## src/rtl/multi_adder_with_flow_control.sv

```systemverilog
// multi_adder_with_flow_control
// N-input unsigned adder with valid/ready flow control on each input stream
// and on the result stream. Every input has its own FIFO so that producers
// can run ahead of one another. A join stage pops the head of every FIFO at
// the same time and loads the sum into a registered output stage.
//
// Ports:
//   clk       rising-edge clock
//   rst       synchronous, active-high reset
//   in_vld    per-stream valid (bit i = stream i)
//   in_rdy    per-stream ready (driven from registered FIFO state only)
//   in_data   packed operands, stream i at [i*width +: width]
//   sum_vld   result valid
//   sum_rdy   result ready from the consumer
//   sum_data  unsigned sum, width+$clog2(n_inputs) bits
module multi_adder_with_flow_control #(
  parameter int unsigned width      = 8,
  parameter int unsigned n_inputs   = 4,
  parameter int unsigned fifo_depth = 4
) (
  input  logic                               clk,
  input  logic                               rst,
  input  logic [n_inputs-1:0]                in_vld,
  output logic [n_inputs-1:0]                in_rdy,
  input  logic [n_inputs*width-1:0]          in_data,
  output logic                               sum_vld,
  input  logic                               sum_rdy,
  output logic [width+$clog2(n_inputs)-1:0]  sum_data
);

  localparam int unsigned SW = width + $clog2(n_inputs);
  localparam int unsigned PW = $clog2(fifo_depth);
  localparam int unsigned CW = $clog2(fifo_depth + 1);

  // FIFO storage and bookkeeping, one set per stream
  logic [width-1:0] mem_q    [n_inputs][fifo_depth];
  logic [PW-1:0]    wr_ptr_q [n_inputs];
  logic [PW-1:0]    wr_ptr_d [n_inputs];
  logic [PW-1:0]    rd_ptr_q [n_inputs];
  logic [PW-1:0]    rd_ptr_d [n_inputs];
  logic [CW-1:0]    count_q  [n_inputs];
  logic [CW-1:0]    count_d  [n_inputs];

  logic [n_inputs-1:0] full;
  logic [n_inputs-1:0] nonempty;
  logic [n_inputs-1:0] push;
  logic                all_vld;
  logic                out_free;
  logic                fire;

  logic          sum_vld_q, sum_vld_d;
  logic [SW-1:0] sum_data_q, sum_data_d;
  logic [SW-1:0] head_sum;

  function automatic logic [PW-1:0] ptr_inc(input logic [PW-1:0] p);
    // Depth need not be a power of two, so wrap explicitly.
    return (p == PW'(fifo_depth - 1)) ? '0 : p + PW'(1);
  endfunction

  always_comb begin
    full     = '0;
    nonempty = '0;
    for (int unsigned i = 0; i < n_inputs; i++) begin
      full[i]     = (count_q[i] == CW'(fifo_depth));
      nonempty[i] = (count_q[i] != '0);
    end
  end

  // Ready depends only on registered occupancy and rst.
  assign in_rdy   = ~full & {n_inputs{~rst}};
  assign push     = in_vld & in_rdy;
  assign all_vld  = &nonempty;
  assign out_free = ~sum_vld_q | sum_rdy;
  assign fire     = all_vld & out_free;

  always_comb begin
    head_sum = '0;
    for (int unsigned i = 0; i < n_inputs; i++) begin
      head_sum = head_sum + SW'(mem_q[i][rd_ptr_q[i]]);
    end
  end

  always_comb begin
    for (int unsigned i = 0; i < n_inputs; i++) begin
      wr_ptr_d[i] = wr_ptr_q[i];
      rd_ptr_d[i] = rd_ptr_q[i];
      count_d[i]  = count_q[i];
      if (push[i]) wr_ptr_d[i] = ptr_inc(wr_ptr_q[i]);
      if (fire)    rd_ptr_d[i] = ptr_inc(rd_ptr_q[i]);
      case ({push[i], fire})
        2'b10:   count_d[i] = count_q[i] + CW'(1);
        2'b01:   count_d[i] = count_q[i] - CW'(1);
        default: count_d[i] = count_q[i];
      endcase
    end
  end

  always_comb begin
    sum_vld_d  = sum_vld_q;
    sum_data_d = sum_data_q;
    if (fire) begin
      sum_vld_d  = 1'b1;
      sum_data_d = head_sum;
    end else if (sum_rdy) begin
      sum_vld_d  = 1'b0;
    end
  end

  always_ff @(posedge clk) begin
    if (rst) begin
      for (int unsigned i = 0; i < n_inputs; i++) begin
        wr_ptr_q[i] <= '0;
        rd_ptr_q[i] <= '0;
        count_q[i]  <= '0;
      end
      sum_vld_q  <= 1'b0;
      sum_data_q <= '0;
    end else begin
      for (int unsigned i = 0; i < n_inputs; i++) begin
        wr_ptr_q[i] <= wr_ptr_d[i];
        rd_ptr_q[i] <= rd_ptr_d[i];
        count_q[i]  <= count_d[i];
      end
      sum_vld_q  <= sum_vld_d;
      sum_data_q <= sum_data_d;
    end
  end

  // Storage needs no reset: occupancy counters gate every read.
  always_ff @(posedge clk) begin
    for (int unsigned i = 0; i < n_inputs; i++) begin
      if (push[i]) mem_q[i][wr_ptr_q[i]] <= in_data[i*width +: width];
    end
  end

  assign sum_vld  = sum_vld_q;
  assign sum_data = sum_data_q;

endmodule

```

## config.mk

```make
export PLATFORM = sky130hd
export DESIGN_NAME = multi_adder_with_flow_control
export DESIGN_NICKNAME = d
export VERILOG_FILES = /design/src/rtl/multi_adder_with_flow_control.sv
export SDC_FILE = /design/constraint.sdc
export NUM_CORES = 1
export LEC_CHECK = 0
export BUFFER_PORTS_ARGS = -buffer_cell sky130_fd_sc_hd__buf_2
export CAP_MARGIN = 20
export CORE_UTILIZATION = 43
export DETAILED_ROUTE_END_ITERATION = 12
export SLEW_MARGIN = 20
export SYNTH_ARGS = -nofsm -noshare
export SYNTH_HDL_FRONTEND = slang
export SYNTH_SLANG_ARGS = --single-unit
```

## constraint.sdc

```tcl
create_clock -name clk -period 4.4 [get_ports clk]
set_clock_uncertainty 0.1 [all_clocks]
set_input_delay 0.22 -clock clk [delete_from_list [all_inputs] [get_ports clk]]
set_output_delay 0.22 -clock clk [all_outputs]
set_load 0.005 [all_outputs]
```

==> Word level (Yosys, flattened, before mapping) <==
Memories as Yosys holds them, arrays and structs flattened.
Index checks and enable logic that the tools add are counted.
{ "word_totals": {"in_bits": 39, "wordCells": 159, "memories": 4, "regBits": 11, "ramBits": 156, "out_inout_bits": 15} }
{ "classes": {"n_mux": 65, "n_addsub": 19, "n_eq_ne": 20, "n_lt_le_gt_ge": 12, "bitwise": 27, "n_reduce_logical": 10} }
{ "mem_list": {"columns": ["memory", "depth", "width", "read_ports", "rd_clocked_by_memory_dff", "write_ports", "line_no", "source"], "rows": [
  ["mem_q", 4, 32, 4, 0, 4, "36", "logic [width-1:0] mem_q [n_inputs][fifo_depth];"],
  ["count_q", 4, 3, 4, 0, 4, "41", "logic [CW-1:0] count_q [n_inputs];"],
  ["rd_ptr_q", 4, 2, 4, 0, 4, "39", "logic [PW-1:0] rd_ptr_q [n_inputs];"],
  ["wr_ptr_q", 4, 2, 4, 0, 4, "37", "logic [PW-1:0] wr_ptr_q [n_inputs];"]
]} }
{ "op_table": {"columns": ["op", "count"], "rows": [
  ["$mux 32", 4],
  ["$mux 8", 12],
  ["$bmux 8 s2", 4],
  ["$demux 8 s2", 4],
  ["$mux 2", 24],
  ["$eq 2x2->1 const B", 12],
  ["$ge 3x3->1 const B", 8],
  ["$not 2->3", 8],
  ["$pmux 3 s2", 4],
  ["$add 2x1->2 const B", 8],
  ["$or 1x1->1", 13],
  ["$add 3x1->3 const B", 4],
  ["$eq 3x3->1 const B", 4],
  ["$lt 3x1->1 const B", 4],
  ["$mux 3", 4],
  ["$reduce_bool 3->1", 4],
  ["$sub 3x1->3 const B", 4],
  ["$add 10x8->10", 1],
  ["$add 9x8->10", 1],
  ["$add 8x8->9", 1],
  ["$mux 1", 9],
  ["$and 4x4->4", 2],
  ["$eq 2x1->1 const B", 4],
  ["$logic_and 1x1->1", 4],
  ["5 further kinds", 6]
]} }

==> Longest topological paths before layout <==
{ "logic_depth": {"word_depth": 7, "depth_mapped": 13, "depth_no_buf": 12} }

==> Worst setup path after synthesis <==
No wires, ideal clock.
{ "synth_path": {"path_kind": "flip-flop to flip-flop", "startpoint": "memory rd_ptr_q[1][0] (netlist bit)", "endpoint": "register sum_data_q[9], in the netlist sum_data[9]", "path_slack_ns": 0.440, "path_stages_with_launch": 14, "required_time_ns": 4.185, "arrival_ns": 3.746, "path_cell_list": "dfxtp_1 > clkbuf_1 > mux4_2 > inv_1 > fa_1 > inv_1 > fa_1 > ha_1 > fa_1 > a211oi_1 > o21bai_1 > a21oi_1 > o21ai_0 > o21a_1"} }
{ "synth_rtl": {"columns": ["item", "line_no", "source"], "rows": [
  ["start: declaration", "39", null],
  ["end signal: assignment", "125", "sum_data_q <= sum_data_d;"],
  ["end: declaration", "52", "logic [SW-1:0] sum_data_q, sum_data_d;"]
]} }

==> reports/qor.yml <==
status: "finished, final reports clean"
drc: 0
insertion_delay_ps: 420
hold_violations: 0
drt_iter0_drc: 229
place_ws_ps: 416.1
antenna_found_initial: 0
clkSinkCount: 167
period_needed_ps: 3961
ys_types: 35
drt_pass1_iterations: 4
ys_seq_area_share_pct: 62.41
layout-area-overhead-vs-synth_pct: 19.10
cts_buffers: 17
tritoncts: "done"
grt_overflow: 0
grtUsageTotal_pct: 17.54
drv_cap: 0
start_util_pct: 44.37
final_cell_mix: "edfxtp_1 (128), inv_1 (64), buf_2 (53)"
rsz0062_at_grt: "false"
synth.area.top_cells: "edfxtp_1 (52%), dfxtp_1 (11%), mux4_2 (9.7%), ha_1 (5.6%), fa_1 (5.4%)"
tns_ps: 0
hp-class: "in2reg"
fin_crit_sh_pct: 90.02
worst-path-buf-inv: 2
cp_max_fo: 8
slew_violations: 0
mappedNetlistArea_um2: 7410
diodes: 0
final_util_pct: 52.84
fin_nets: 681
worst_pin_slew_ps: 931.7
fp.dieH_um: 133.3
fillers: 1398
crit_slowest_cell: "mux4_2"
die-width_um: 133.3
syn_avg_cell_area_um2: 14.94
num_rows: 47
total_power_mw: 3.633
setup_violations: 0
max_stage_delay_ps: 550
syn-num-nets: 588
portBuffers: 53
layout_commonest_cell: "edfxtp_1"
fmax_mhz: 252.5
drive_gt1_share_pct: 20.60
core-area_um2: 16700
cts_buffer_depth: 2
endpoint_kind: "register"
via_count: 4154
dieArea_um2: 17760
grt_pass1_vias: 4310
viasPerCell: 5.054
cp_top_family: "adder cells"
critPathRequiredTime_ps: 4620
critPathKind: "reg2reg"
ioPinCount: 54
yosysTopAreaCell: "edfxtp_1"
gp_congestion: 0.7788
cpMostUsedCell: "fa_1"
yosysTopAreaCellShare_pct: 51.87
grt_max_degree: 50
ys_ff_latch: 167
dp.final_hpwl_um: 10230
arrival_ps: 4180
routed_wl_um: 14380
leakage_nw: 3.310
synth.yosys.warnings: 0
post_cts_buffers: 0
path_clk_slew_ps: 70
setup_ws_ps: 439.0
grt_pass1_wl_um: 22840
cp_cell_sequence: "mux4_2 -> inv_1 -> fa_1 -> inv_1 -> fa_1 -> ha_1 -> fa_1 -> a211oi_1 -> o21bai_1 -> a21oi_1 -> o21ai_0 -> o21a_1"
maxSlewHeadroom_pct: 37.89
ir_worst_vdd_mv: 0.2901
cellPowerDensity_nw_per_um2: 411.7
root_buffer: "clkbuf_16"
cp-start-kind: "register"
ant_nets: 0
cts_max_level: 4
wire_per_inst_um: 17.50
netlist_instances: 496
through the flow:
step / area [um2] / hold slack [ps] / instances
after floorplan: 7410 / 218.9 / 496
after global placement: 7916 / 329.3 / 758
after detailed placement: 7916 / 336.2 / 758
after CTS: 8825 / 23.16 / 822
after global routing: 8825 / 62.76 / 822
final: 8825 / 42.61 / 822
state kept, by name (all words and copies together) (netlist names):
register and flops:
count_q 12, mem_q 128, rd_ptr_q 8, sum_data 10, sum_vld 1, wr_ptr_q 8
Yosys cell counts:
library cell and instances:
fa_1 20, o21ai_0 7, o21a_1 1, buf_4 1, buf_6 1, xor2_1 8, a211oi_1 4, buf_1 4
a21o_1 4, mux4_2 32, and2_1 4, a21oi_1 26, and3_1 16, o21bai_1 2, nor2b_1 1, dfxtp_1 39
a211o_1 2, o211ai_1 2, clkbuf_1 10, ha_1 33, inv_1 64, nand2b_4 1, nand4b_1 3, xnor2_1 1
nand3_1 4, edfxtp_1 128, o31ai_1 8, or4_4 1, nand3b_1 3, or3_1 8, a31oi_1 4, nor2_1 17
nor3_1 5, or4_1 3, nand2_1 29
final cells by class:
cell class	instances	area, um2	share of cell area (%)
well taps	220	275.3	3.119
multi-input cells	249	2474	28.03
repair buffers	90	623.1	7.061
clock inverters	14	148.9	1.687
flip-flops and latches	167	4624	52.40
inverters	64	240.2	2.722
clock buffers	18	439.2	4.977
final timing paths:
check | from | end | slack, ps | cells past startpoint
worst max-delay path | rd_ptr_q[0][0] | sum_data[9] | 440 | 12
worst min-delay path | sum_rdy | sum_vld | 40 | 4
worst max register to register | rd_ptr_q[0][0] | sum_data[9] | 440 | 12
worst min register to register | sum_data[2] | sum_data[2] | 370 | 2
cells by family after synthesis:
logic type / after synthesis / share of synthesized area [%]
AO/OA/AOI/OAI: 60 / 4.931
buffers and inverters: 80 / 4.205
AND/OR/NAND/NOR: 95 / 6.687
XOR/XNOR: 9 / 1.064
multiplexers: 32 / 9.726
adder cells (fa/ha/maj): 53 / 10.98
flip-flops: 167 / 62.41
repair_timing:
item | 4_1_cts | 5_1_grt
hold buffers | 32 | 0
hold endpoints to repair | 128 | 0
resized for setup | 0 | 0
metal layers:
layer  wire [um]  vias up  global-route usage [%]
met5           0        -                       0
met4         158        0                   6.061
met3         504       11                   3.767
met2        7377       71                   29.48
met1        6344     2081                   22.51
li1            -     1991                       -
worst register-to-register path: stages (launching register included):
cell and delay [ps]:
dfxtp_1 540, mux4_2 550, inv_1 110, fa_1 410, inv_1 100, fa_1 410
ha_1 270, fa_1 440, a211oi_1 290, o21bai_1 110, a21oi_1 230, o21ai_0 120
o21a_1 170
report_power, final:
part / internal (mW) / leakage [nW] / switching (mW) / total, mW
combinational: 0.168 / 1.55 / 0.222 / 0.390
sequential: 1.75 / 1.48 / 0.0220 / 1.77
clock: 0.854 / 0.279 / 0.615 / 1.47
(Power assumes the default switching activity.)
